===== src/rtl/mem_access_pkg.sv =====
// Shared types and constants for the byte-serial data-memory access unit.
package mem_access_pkg;

    localparam int BEAT_W         = 2;
    localparam int BYTES_PER_WORD = 4;

    typedef enum logic [2:0] {
        IDLE,
        RD,
        RD_TAIL,
        WR,
        DONE
    } state_t;

    // Little-endian byte lane of a 32-bit word (lane 0 = bits 7:0).
    function automatic logic [7:0] byte_lane(input logic [31:0] word,
                                             input logic [BEAT_W-1:0] lane);
        return word[{lane, 3'b000} +: 8];
    endfunction

endpackage


===== src/rtl/mem_access_unit_if.sv =====
// Pipeline-side request/response and byte-memory bus of the access unit.
// master: the access unit itself; slave: pipeline plus byte memory.
interface mem_access_unit_if
    import mem_access_pkg::*;
#(
    parameter int ADDR_W = 32
);
    localparam int WORD_W = 8 * BYTES_PER_WORD;

    // Pipeline side
    logic              MemRead_i;
    logic              MemWrite_i;
    logic [ADDR_W-1:0] addr_i;
    logic [WORD_W-1:0] data_i;
    logic [WORD_W-1:0] data_o;
    logic              stall_o;
    logic              err_o;

    // Byte memory side
    logic [ADDR_W-1:0] mem_addr_o;
    logic [7:0]        mem_data_o;
    logic              mem_we_o;
    logic              mem_re_o;
    logic [7:0]        mem_data_i;

    modport master (
        input  MemRead_i, MemWrite_i, addr_i, data_i, mem_data_i,
        output data_o, stall_o, err_o, mem_addr_o, mem_data_o, mem_we_o, mem_re_o
    );

    modport slave (
        output MemRead_i, MemWrite_i, addr_i, data_i, mem_data_i,
        input  data_o, stall_o, err_o, mem_addr_o, mem_data_o, mem_we_o, mem_re_o
    );

endinterface


===== src/rtl/mem_access_unit.sv =====
// Splits one 32-bit load/store into four little-endian byte transactions,
// stalling the pipeline until the word is complete. Misaligned or
// out-of-range word addresses are rejected without any memory strobe.
module mem_access_unit
    import mem_access_pkg::*;
#(
    parameter int MEM_BYTES = 32,
    parameter int ADDR_W    = 32
) (
    input  logic               clk_i,
    input  logic               rst_i,
    mem_access_unit_if.master  bus
);

    localparam logic [ADDR_W-1:0] MAX_BASE  = ADDR_W'(MEM_BYTES - BYTES_PER_WORD);
    localparam logic [BEAT_W-1:0] LAST_BEAT = BEAT_W'(BYTES_PER_WORD - 1);

    state_t              state_reg;
    logic [BEAT_W-1:0]   beat_reg;
    logic [ADDR_W-1:0]   base_reg;
    logic [31:0]         wdata_reg;
    logic [31:0]         data_reg;
    logic                err_o_reg;
    logic [ADDR_W-1:0]   mem_addr_reg;
    logic [7:0]          mem_data_reg;
    logic                mem_we_reg;
    logic                mem_re_reg;

    logic                request;
    logic                reject;
    logic [BEAT_W-1:0]   beat_inc;
    logic                stall;

    assign request  = bus.MemRead_i | bus.MemWrite_i;
    assign reject   = (bus.addr_i[1:0] != 2'b00) || (bus.addr_i > MAX_BASE);
    assign beat_inc = beat_reg + BEAT_W'(1);

    // Lanes 0..2 of a load: each byte arrives one cycle after its strobe,
    // so lane gi is captured while the RD beat counter reads gi+1.
    // Lane 3 is taken straight from the bus in RD_TAIL.
    for (genvar gi = 0; gi < BYTES_PER_WORD - 1; gi++) begin : g_lane
        logic [7:0] byte_reg;

        // Capture the returned byte for this lane
        always_ff @(posedge clk_i or posedge rst_i) begin
            if (rst_i) begin
                byte_reg <= '0;
            end else if (state_reg == RD && beat_reg == BEAT_W'(gi + 1)) begin
                byte_reg <= bus.mem_data_i;
            end
        end
    end

    // Main FSM: sequencing, beat counter and registered memory/result outputs
    always_ff @(posedge clk_i or posedge rst_i) begin
        if (rst_i) begin
            state_reg    <= IDLE;
            beat_reg     <= '0;
            base_reg     <= '0;
            wdata_reg    <= '0;
            data_reg     <= '0;
            err_o_reg    <= 1'b0;
            mem_addr_reg <= '0;
            mem_data_reg <= '0;
            mem_we_reg   <= 1'b0;
            mem_re_reg   <= 1'b0;
        end else begin
            case (state_reg)
                IDLE: begin
                    if (request) begin
                        base_reg  <= bus.addr_i;
                        wdata_reg <= bus.data_i;
                        beat_reg  <= '0;
                        if (reject) begin
                            state_reg <= DONE;
                            err_o_reg <= 1'b1;
                        end else if (bus.MemWrite_i) begin
                            // A store wins when both requests are raised
                            state_reg    <= WR;
                            mem_we_reg   <= 1'b1;
                            mem_addr_reg <= bus.addr_i;
                            mem_data_reg <= byte_lane(bus.data_i, '0);
                        end else begin
                            state_reg    <= RD;
                            mem_re_reg   <= 1'b1;
                            mem_addr_reg <= bus.addr_i;
                        end
                    end
                end

                WR: begin
                    if (beat_reg == LAST_BEAT) begin
                        state_reg    <= DONE;
                        mem_we_reg   <= 1'b0;
                        mem_data_reg <= '0;
                    end else begin
                        beat_reg     <= beat_inc;
                        mem_addr_reg <= base_reg + ADDR_W'(beat_inc);
                        mem_data_reg <= byte_lane(wdata_reg, beat_inc);
                    end
                end

                RD: begin
                    if (beat_reg == LAST_BEAT) begin
                        state_reg  <= RD_TAIL;
                        mem_re_reg <= 1'b0;
                    end else begin
                        beat_reg     <= beat_inc;
                        mem_addr_reg <= base_reg + ADDR_W'(beat_inc);
                    end
                end

                RD_TAIL: begin
                    data_reg  <= {bus.mem_data_i, g_lane[2].byte_reg,
                                  g_lane[1].byte_reg, g_lane[0].byte_reg};
                    state_reg <= DONE;
                end

                DONE: begin
                    err_o_reg <= 1'b0;
                    state_reg <= IDLE;
                end

                default: begin
                    state_reg <= IDLE;
                end
            endcase
        end
    end

    // Pipeline freeze: follows the request in IDLE, released in DONE
    always_comb begin
        stall = 1'b1;
        case (state_reg)
            IDLE:    stall = request;
            DONE:    stall = 1'b0;
            default: stall = 1'b1;
        endcase
    end

    assign bus.stall_o    = stall;
    assign bus.data_o     = data_reg;
    assign bus.err_o      = err_o_reg;
    assign bus.mem_addr_o = mem_addr_reg;
    assign bus.mem_data_o = mem_data_reg;
    assign bus.mem_we_o   = mem_we_reg;
    assign bus.mem_re_o   = mem_re_reg;

endmodule


===== src/flat_wrapper.sv =====
// flat-port wrapper written by rule: the top's interface ports become plain ports
module mem_access_unit_flat import mem_access_pkg::*;
#(
    parameter int MEM_BYTES = 32,
    parameter int ADDR_W    = 32
)
  (clk_i, rst_i, bus_MemRead_i, bus_MemWrite_i, bus_addr_i, bus_data_i, bus_mem_data_i, bus_data_o, bus_stall_o, bus_err_o, bus_mem_addr_o, bus_mem_data_o, bus_mem_we_o, bus_mem_re_o);
  mem_access_unit_if #(.ADDR_W(ADDR_W)) bus_i ();
  input  logic clk_i;
  input  logic rst_i;
  input wire logic [$bits(bus_i.MemRead_i)-1:0] bus_MemRead_i;
  input wire logic [$bits(bus_i.MemWrite_i)-1:0] bus_MemWrite_i;
  input wire logic [$bits(bus_i.addr_i)-1:0] bus_addr_i;
  input wire logic [$bits(bus_i.data_i)-1:0] bus_data_i;
  input wire logic [$bits(bus_i.mem_data_i)-1:0] bus_mem_data_i;
  output wire logic [$bits(bus_i.data_o)-1:0] bus_data_o;
  output wire logic [$bits(bus_i.stall_o)-1:0] bus_stall_o;
  output wire logic [$bits(bus_i.err_o)-1:0] bus_err_o;
  output wire logic [$bits(bus_i.mem_addr_o)-1:0] bus_mem_addr_o;
  output wire logic [$bits(bus_i.mem_data_o)-1:0] bus_mem_data_o;
  output wire logic [$bits(bus_i.mem_we_o)-1:0] bus_mem_we_o;
  output wire logic [$bits(bus_i.mem_re_o)-1:0] bus_mem_re_o;
  assign bus_i.MemRead_i = bus_MemRead_i;
  assign bus_i.MemWrite_i = bus_MemWrite_i;
  assign bus_i.addr_i = bus_addr_i;
  assign bus_i.data_i = bus_data_i;
  assign bus_i.mem_data_i = bus_mem_data_i;
  assign bus_data_o = bus_i.data_o;
  assign bus_stall_o = bus_i.stall_o;
  assign bus_err_o = bus_i.err_o;
  assign bus_mem_addr_o = bus_i.mem_addr_o;
  assign bus_mem_data_o = bus_i.mem_data_o;
  assign bus_mem_we_o = bus_i.mem_we_o;
  assign bus_mem_re_o = bus_i.mem_re_o;
  mem_access_unit #(.MEM_BYTES(MEM_BYTES), .ADDR_W(ADDR_W)) u_core (.clk_i(clk_i), .rst_i(rst_i), .bus(bus_i));
endmodule

===== config.mk =====
export PLATFORM = sky130hd
export DESIGN_NAME = mem_access_unit_flat
export DESIGN_NICKNAME = d
export VERILOG_FILES = /design/src/rtl/mem_access_pkg.sv /design/src/rtl/mem_access_unit_if.sv /design/src/rtl/mem_access_unit.sv /design/src/flat_wrapper.sv
export SDC_FILE = /design/constraint.sdc
export NUM_CORES = 1
export LEC_CHECK = 0
export CORE_UTILIZATION = 40
export CTS_CLUSTER_SIZE = 16
export DETAILED_ROUTE_END_ITERATION = 8
export GPL_TIMING_DRIVEN = 0
export SETUP_SLACK_MARGIN = 0.2
export SYNTH_ARGS = -nofsm -noshare
export SYNTH_HDL_FRONTEND = slang
export SYNTH_SLANG_ARGS = --single-unit

===== constraint.sdc =====
create_clock -name clk_i -period 6.25 [get_ports clk_i]
set_input_delay 1.25 -clock clk_i [delete_from_list [all_inputs] [get_ports clk_i]]
set_output_delay 1.25 -clock clk_i [all_outputs]
set_load 0.02 [all_outputs]

Word-level counts from Yosys, hierarchy flattened:

Cells that the tools add are included.

* word-level logic and storage cells: 83
* output and inout port bits: 76
* input bits: 76
* bits in registers: 168

* reductions and logical operators: 19
* bitwise logic cells: 1
* mux-type cells: 31
* equal/unequal tests: 15
* shifts and indexed selects: 1
* add/subtract/negate cells: 2
* order comparisons: 1

Operator list (count)
* 32-bit 2-to-1 mux: 3
* 32-bit case mux with 2 select lines: 1
* 32-bit by 2-bit adder with 32-bit output: 1
* 32-bit by 5-bit greater-than comparator with 1-bit output, second input constant: 1
* 8-bit 2-to-1 mux: 4
* 32-bit by 6-bit variable part select with 8-bit output: 1
* 8-bit case mux with 2 select lines: 1
* 3-bit 2-to-1 mux: 4
* 3-bit case mux with 4 select lines: 1
* 2-bit != test, second input constant: 5
* 5-bit AND reduction: 2
* 2-bit nonzero test: 5
* 1-bit 2-to-1 mux: 9
* 3-bit AND reduction: 3
* 1-bit case mux with 2 select lines: 4
* 4-bit AND reduction: 2
* 3-bit by 2-bit equality test with 1-bit output, second input constant: 2
* 2-bit 2-to-1 mux: 3
* 2-bit by 1-bit != test with 1-bit output, second input constant: 3
* 2-bit equality test, second input constant: 2
* 2-bit case mux with 2 select lines: 1
* 3-bit by 1-bit equality test with 1-bit output, second input constant: 1
* 3-bit equality test, second input constant: 1
* 1-bit logical AND: 3
* 7 further kinds: 7

Longest topological paths before layout:

Gate-level depths: netlist (run 1).

* depth after elaboration: 5
* depth in mapped cells: 12
* mapped depth without buffers: 9

Worst setup path before layout (run 1):

No wires, ideal clock.

* kind: register to register
* start point: register u_core.beat_reg[0]
* end point: register u_core.mem_addr_reg[17] (netlist: u_core.bus.mem_addr_o[17])
* slack: 2.828 ns
* setup time: 0.065 ns
* clock period less this slack: 3.422 ns
* path buffers: 3
* stages on the path, launching flop included: 13
* arrival: 3.357 ns
* required time: 6.185 ns
* cell sequence: dfrtp_1 > clkbuf_1 > inv_1 > ha_1 > clkbuf_1 > inv_1 > ha_1 > a21oi_1 > or4_1 > buf_2 > or3_1 > a21oi_1 > mux2_2

* word-level cells in the longest chain between the ends: 4
* elaborated cells on any way between the ends: 7
* those cells by class: add/sub: 2; eq/ne: 2; mux: 2; reduce/logical: 1

RTL lines
* start: declaration: RTL line mem_access_unit.sv:19 `logic [BEAT_W-1:0] beat_reg;`
* start signal: assignment: RTL line mem_access_unit.sv:97 `beat_reg <= beat_inc;`
* start signal: assignment: RTL line mem_access_unit.sv:108 `beat_reg <= beat_inc;`
* 2-bit by 1-bit adder with 2-bit output: RTL line mem_access_unit.sv:36 `assign beat_inc = beat_reg + BEAT_W'(1);`
* 32-bit by 2-bit adder with 32-bit output: RTL line mem_access_unit.sv:98, mem_access_unit.sv:109
* 32-bit 2-to-1 mux: RTL line mem_access_unit.sv:92, mem_access_unit.sv:104
* 32-bit case mux with 2 select lines: RTL line mem_access_unit.sv:68 `case (state_reg)`
* end signal: assignment: RTL line mem_access_unit.sv:81 `mem_addr_reg <= bus.addr_i;`
* end signal: assignment: RTL line mem_access_unit.sv:98 `mem_addr_reg <= base_reg + ADDR_W'(beat_inc);`
* end signal: assignment: RTL line mem_access_unit.sv:109 `mem_addr_reg <= base_reg + ADDR_W'(beat_inc);`
* end: declaration: RTL line mem_access_unit.sv:24 `logic [ADDR_W-1:0] mem_addr_reg;`

Parallel ways exist; a longest one is shown, timed or not. The select of a mux whose other input is x is not followed.
A chain may end at the register's enable or synchronous reset.

Worst setup path in the final report (run 1):

* start point: register u_core.beat_reg[0]
* end point: register u_core.mem_addr_reg[31] (netlist: u_core.bus.mem_addr_o[31])

The elaborated chain is that of the path after synthesis.

==> reports/results.ini, run 1 <==
[cts]
ctsHoldBuffers=0
clkLatencyLatePin_ns=0.43
clock_sinks=168
h-tree-depth=4
ctsResizeCount=0
clk_pin_slew_ns=0.07
clk_path_buf_depth=2
cts_buffers=17
cts_tree=done
cts_setup_buffers=0
cts-root-buf=clkbuf_16

[route]
drc=20
routed-wl-met3_mm=1.029
finalWirelength_mm=17.85
wl_met2_mm=8.788
ant_nets=0
vias=5132
wl_per_cell_microns=18.52
avgViaCountPerCell=5.324
wl_met1_mm=7.781
topRoutingLayerUsed=met4
drt-initial-drc-count=253
firstDrtPassIters=6

[floorplanning]
ioPinCount=152
initial_core_util_pct=41.00
die_width_microns=138.2
coreArea_sq_um=18090
die_h_microns=138.2
die_area_sq_um=19090
rows=49

[worst_setup_path]
worstSetupPathType=register to register
max_stage_delay_ns=0.64
cp_cell_sequence=clkbuf_1 > inv_1 > ha_1 > clkbuf_1 > inv_1 > ha_1 > a21oi_1 > or4_1 > buf_2 > nor4_2 > xor2_1 > a22o_1
r2r_start=u_core.beat_reg[0]
slowest_stage=clkbuf_1
worst_path_dominant_cell_family=buffers and inverters
endpoint_kind=register
required_ns=6.57
cp_data_arrival_time_ns=4.53
crit_fanout=10
path_buf_inv=5
worstSetupStartpoint=u_core.beat_reg[0]
cp-start-kind=register

[synthesis]
yosysMostFrequentCell=dfrtp_1
synth.area.top_cells=dfrtp_1 (57%), mux2_2 (20%), mux4_2 (2.4%)
synth_seq_cells=168
ys.flop_type=dfrtp_1
syn_area_sq_um=7416
syn_avg_cell_area_sq_um=13.46
synthDistinctLibCells=41
synth_common_cells=dfrtp_1 (168), mux2_2 (135), nand2_1 (30)
ys_seq_area_share_pct=56.69
synth_edf_count=0
yosys_warnings=0
synth.top_cell.area_share_pct=56.69
async_reset_ff_share_pct=100.0
synth_nets=633
yosysTopAreaCell=dfrtp_1
synth_cells=551

[global_route]
gr-total-overflow=0
grt_max_degree=114
grt_pass1_vias=5304
antenna_found_initial=0
grtUsageTotal_pct=19.79
grt_pass1_wl_mm=29.27

[layout]
drive_gt1_share_pct=26.12
fin_util_pct=54.47
n_antenna_cell=0
final_nets=804
final_area_sq_um=9852
layout.cells.non_filler=964
fill_cells=1518
areaGrowthSynthToFinish_pct=32.85

[power]
p_seq_share_pct=37.4
p_total_mw=5.106
clkPwrFrac_pct=21.2
power.density_nw_per_um2=518.2
switchingPower_mw=1.803
swShare_pct=35.32
leakage_nw=4.174
intPower_mw=3.302
peakVddDrop_mv=0.2555
combinationalPowerShare_pct=41.4

[sta]
worst_hold_slack_ns=0.5028
final.setup.worst_slack_ns=2.034
layout_min_cycle_time_ns=4.216
setup_viol_count_final=0
fin_skew_ns=0.008805
min_period_over_period_pct=67.46
worstMarginPinSlew_ns=1.149
hold_viol_final=0
fmax_ghz=0.2372
timing.setup.tns_ns=0
rsz0062_at_grt=false
relSlewSlack_pct=22.54
drv_slew=0

[status]
status=finished, violations left
violations=design-rule violations

[placement]
pre_cts_ws_ns=1.906
postPlaceCellArea_sq_um=9249
placedCellCount=932
routabilityCongestion=0.8199
dp.final_hpwl_mm=12.81
place.port_buffers=151

[job]
cap_viol_max_count=0

[hold_path]
hold_path_class=register to register
hp-start=u_core.bus.mem_addr_o[7]

## kinds of logic (layout without fill, tap and decap cells)
kind of cell / count (synthesis) / count (layout) / share of synthesized area [%]
flops: 168 / 168 / 56.69
mux: 144 / 144 / 23.06
simple gates: 104 / 104 / 7.542
compound gates: 61 / 61 / 6.176
buf+inv: 41 / 225 / 2.227
xor+xnor: 27 / 27 / 3.189
fa+ha+maj: 6 / 6 / 1.114
## worst paths after layout
path	to	slack, ns	depth (start not counted)
worst max-delay path	u_core.bus.mem_addr_o[31]	2.03	12
worst min-delay path	u_core.bus.mem_addr_o[7]	0.50	1
max in group asynchronous	u_core.wdata_reg[30]	4.12	3
worst min register to register	u_core.bus.mem_addr_o[7]	0.50	1
min in group asynchronous	u_core.g_lane[1].byte_reg[2]	1.23	2
worst max register to register	u_core.bus.mem_addr_o[31]	2.03	12
## power by group through the flow
stage / clock network [mW] / registers [mW] / logic [mW]
global route: 1.15 / 1.98 / 2.29
detailed placement: 0 / 1.93 / 2.14
floorplan: 0 / 2.06 / 1.19
finish: 1.08 / 1.91 / 2.12
CTS: 1.11 / 1.91 / 2.15
global placement: 0 / 1.90 / 2.09
## routing by layer
layer | vias up | track usage (%)
li1 | 2357 | -
met1 | 2613 | 25.37
met2 | 140 | 32.95
met3 | 22 | 5.023
met4 | 0 | 6.328
met5 | - | 0
## cell usage in the layout (no fill, tap or decap), drive strengths merged, types with 3 or more instances in the layout
| master | instances |
|---|---|
| xor2 | 17 |
| nand4 | 8 |
| clkbuf | 31 |
| nor4 | 9 |
| nand2 | 30 |
| nand3 | 9 |
| clkdlybuf4s50 | 151 |
| xnor2 | 10 |
| mux2 | 135 |
| dfrtp | 168 |
| a32o | 8 |
| a22o | 19 |
| or3 | 5 |
| or4 | 4 |
| a21oi | 4 |
| nor2 | 14 |
| buf | 13 |
| o22ai | 3 |
| nor3b | 5 |
| ha | 5 |
| nor3 | 13 |
| o21ai | 18 |
| and4 | 3 |
| mux4 | 8 |
| inv | 24 |
## cell type report
| cell class | instances | area, sq um | share of cell area, % |
|---|---|---|---|
| inverters | 15 | 63.81 | 0.6477 |
| plain buffers | 26 | 108.9 | 1.105 |
| flip-flops and latches | 168 | 4204 | 42.67 |
| well taps | 229 | 286.5 | 2.908 |
| repair buffers | 152 | 1539 | 15.62 |
| clock inverters | 15 | 177.7 | 1.803 |
| clock buffers | 17 | 425.4 | 4.318 |
| multi-input cells | 342 | 3047 | 30.92 |
(Power assumes the default switching activity.)
==> run 2: changes to the inputs <==
- clock period: 6.25 -> 4.4 ns (I/O delays scaled with it)
==> run 2 against run 1 <==
  * The flow still finishes with violations (design-rule violations)
  * Critical path depth unchanged
  * Sequential cell count unchanged
  * Clock-buffer cell count up 2
  * Utilization up 0.13 points
  * Sequential share of layout area down 0.10 points
  * Design area up 0.24%
  * Worst setup slack worse by 1.3 ns
  * Clock power up 33%
  * Worst hold slack about the same
  * Non-clock buffer count up 3
  * Routed wire length down 0.37%
  * Clock skew up 0.0027 ns
  * Largest cell class unchanged
  * Largest power group unchanged
  * Highest routed layer unchanged
==> reports/results.ini, run 2 (synthesis results as in run 1) <==
[global_route]
grt_pass1_wl_mm=28.81  ; -1.6%
gr-total-overflow=0  ; unchanged
grt_pass1_vias=5293  ; -0.21%
antenna_found_initial=0  ; unchanged
grt_max_degree=42  ; -63%
grtUsageTotal_pct=19.59  ; -0.20 points

[sta]
fin_skew_ns=0.01148  ; +0.002676 ns
setup_viol_count_final=0  ; unchanged
drv_slew=0  ; unchanged
worst_hold_slack_ns=0.5030  ; +0.0002390 ns
worstMarginPinSlew_ns=1.143  ; -0.006341 ns
rsz0062_at_grt=false
final.setup.worst_slack_ns=0.7769  ; -1.257 ns
hold_viol_final=0  ; unchanged
relSlewSlack_pct=22.97  ; +0.43 points
timing.setup.tns_ns=0  ; unchanged
min_period_over_period_pct=82.34  ; +15 points
fmax_ghz=0.2760  ; +16%
layout_min_cycle_time_ns=3.623  ; -0.5933 ns

[floorplanning]
die_area_sq_um=19090  ; unchanged
die_h_microns=138.2  ; unchanged
die_width_microns=138.2  ; unchanged
initial_core_util_pct=41.00  ; unchanged
rows=49  ; unchanged
coreArea_sq_um=18090  ; unchanged
ioPinCount=152  ; unchanged

[layout]
areaGrowthSynthToFinish_pct=33.17
n_antenna_cell=0  ; unchanged
layout.cells.non_filler=967  ; +0.31%
final_nets=807  ; +0.37%
drive_gt1_share_pct=26.69  ; +0.57 points
layout_commonest_cell=dfrtp_1
mostFrequentLayoutCells=dfrtp_1 (168), clkdlybuf4s50_1 (151), mux2_2 (135)

[cts]
clk_pin_slew_ns=0.06  ; about the same
ctsResizeCount=1  ; +1
cts-root-buf=clkbuf_16
clk_path_buf_depth=2  ; unchanged
ctsHoldBuffers=0  ; unchanged
h-tree-depth=4  ; unchanged
clkLatencyLatePin_ns=0.43  ; about the same
clock_sinks=168  ; unchanged
cts_tree=done
cts_buffers=17  ; unchanged
cts_setup_buffers=0  ; unchanged

[power]
switchingPower_mw=2.507  ; +39%
swShare_pct=35.03  ; -0.29 points
p_seq_share_pct=37.8  ; +0.4 points
power.density_nw_per_um2=724.7  ; +40%
leakage_nw=4.189  ; +0.38%
clkPwrFrac_pct=20.2  ; -1.0 points
intPower_mw=4.650  ; +41%
peakVddDrop_mv=0.3802  ; +49%
combinationalPowerShare_pct=42.0  ; +0.6 points

[route]
finalWirelength_mm=17.78  ; -0.37%
vias=5062  ; -1.4%
drt-initial-drc-count=323  ; +28%
avgViaCountPerCell=5.235  ; -1.7%
drc=19  ; -5.0%
wl_per_cell_microns=18.39  ; -0.68%
ant_nets=0  ; unchanged
firstDrtPassIters=6  ; unchanged

[placement]
placedCellCount=935  ; +0.32%
pre_cts_ws_ns=0.1143  ; -1.792 ns
routabilityCongestion=0.8193  ; about the same
dp.final_hpwl_mm=12.82  ; about the same
place.port_buffers=151  ; unchanged

[worst_setup_path]
worstSetupPathType=register to register
cp_data_arrival_time_ns=3.98  ; -0.55 ns
crit_fanout=10  ; unchanged
r2r_start=u_core.beat_reg[0]
required_ns=4.76  ; -1.81 ns
rrSetupSlack_ns=0.78  ; -1.26 ns
worstSetupStartpoint=u_core.beat_reg[0]
r2r-end=u_core.bus.mem_addr_o[16]
endpoint_kind=register
endpoint=u_core.bus.mem_addr_o[16]
cp-start-kind=register
ff2ff_path_depth=12  ; unchanged

[status]
violations=design-rule violations
status=finished, violations left

[job]
cap_viol_max_count=0  ; unchanged

[hold_path]
hold_path_class=register to register

[run 2: changes by cell type in the layout (fill, tap and decap cells not counted), sizes merged]
cell | previous run | this run
bufinv | 2 | 1
buf | 13 | 16
clkinv | 2 | 9
inv | 24 | 16
clkbuf | 31 | 33
[run 2: area by class of cell]
cell class | count | area [sq um]
flip-flops and latches | 168 | 4204
multi-input cells | 342 | 3047
well taps | 229 | 286.5
repair buffers | 155 | 1592
clock buffers | 19 | 452.9
clock inverters | 13 | 122.6
inverters | 15 | 60.06
plain buffers | 26 | 111.4
fillers | 1490 | 8210
[run 2: power groups by stage]
| stage | Clock, mW | Combinational (mW) | Sequential (mW) |
|---|---|---|---|
| after floorplan | 0 | 1.69 | 2.93 |
| after detailed placement | 0 | 3.04 | 2.73 |
| after global placement | 0 | 2.97 | 2.70 |
| after CTS | 1.47 | 3.04 | 2.71 |
| final | 1.44 | 3.01 | 2.71 |
| after global routing | 1.55 | 3.25 | 2.80 |
[run 2: how the worst min path moves through the flow]
stage	startpoint	end	cells past startpoint
after floorplan	u_core.g_lane[0].byte_reg[0]	u_core.g_lane[0].byte_reg[0]	1
after global placement	u_core.wdata_reg[4]	u_core.wdata_reg[4]	1
after detailed placement	u_core.bus.mem_addr_o[30]	u_core.bus.mem_addr_o[30]	1
after CTS	u_core.g_lane[0].byte_reg[6]	u_core.bus.data_o[6]	1
after global routing	u_core.bus.mem_addr_o[22]	u_core.bus.mem_addr_o[22]	1
final	u_core.g_lane[0].byte_reg[6]	u_core.bus.data_o[6]	1
[run 2: metrics by stage]
step / area, sq um / power (mW) / util (%)
floorplan: 7420 / 4.615 / -
global placement: 9218 / 5.671 / 50.97
detailed placement: 9298 / 5.770 / 51.41
CTS: 9874 / 7.226 / 54.60
global route: 9876 / 7.603 / 54.60
finish: 9876 / 7.157 / 54.60
[run 2: routing by layer]
layer | global-route usage, % | wire [microns]
met1 | 25.92 | 8185
met2 | 31.63 | 8391
met3 | 5.473 | 1007
met4 | 5.500 | 199
met5 | 0 | 0
[run 2: worst max-delay path: stages (launching register included)]
cell,delay (ns)
dfrtp_1,0.37
clkbuf_2,0.38
inv_1,0.16
ha_1,0.32
clkbuf_2,0.25
inv_1,0.16
fa_1,0.28
nand4_2,0.18
or4_1,0.58
buf_2,0.21
or3_1,0.36
a21oi_1,0.15
mux2_2,0.16
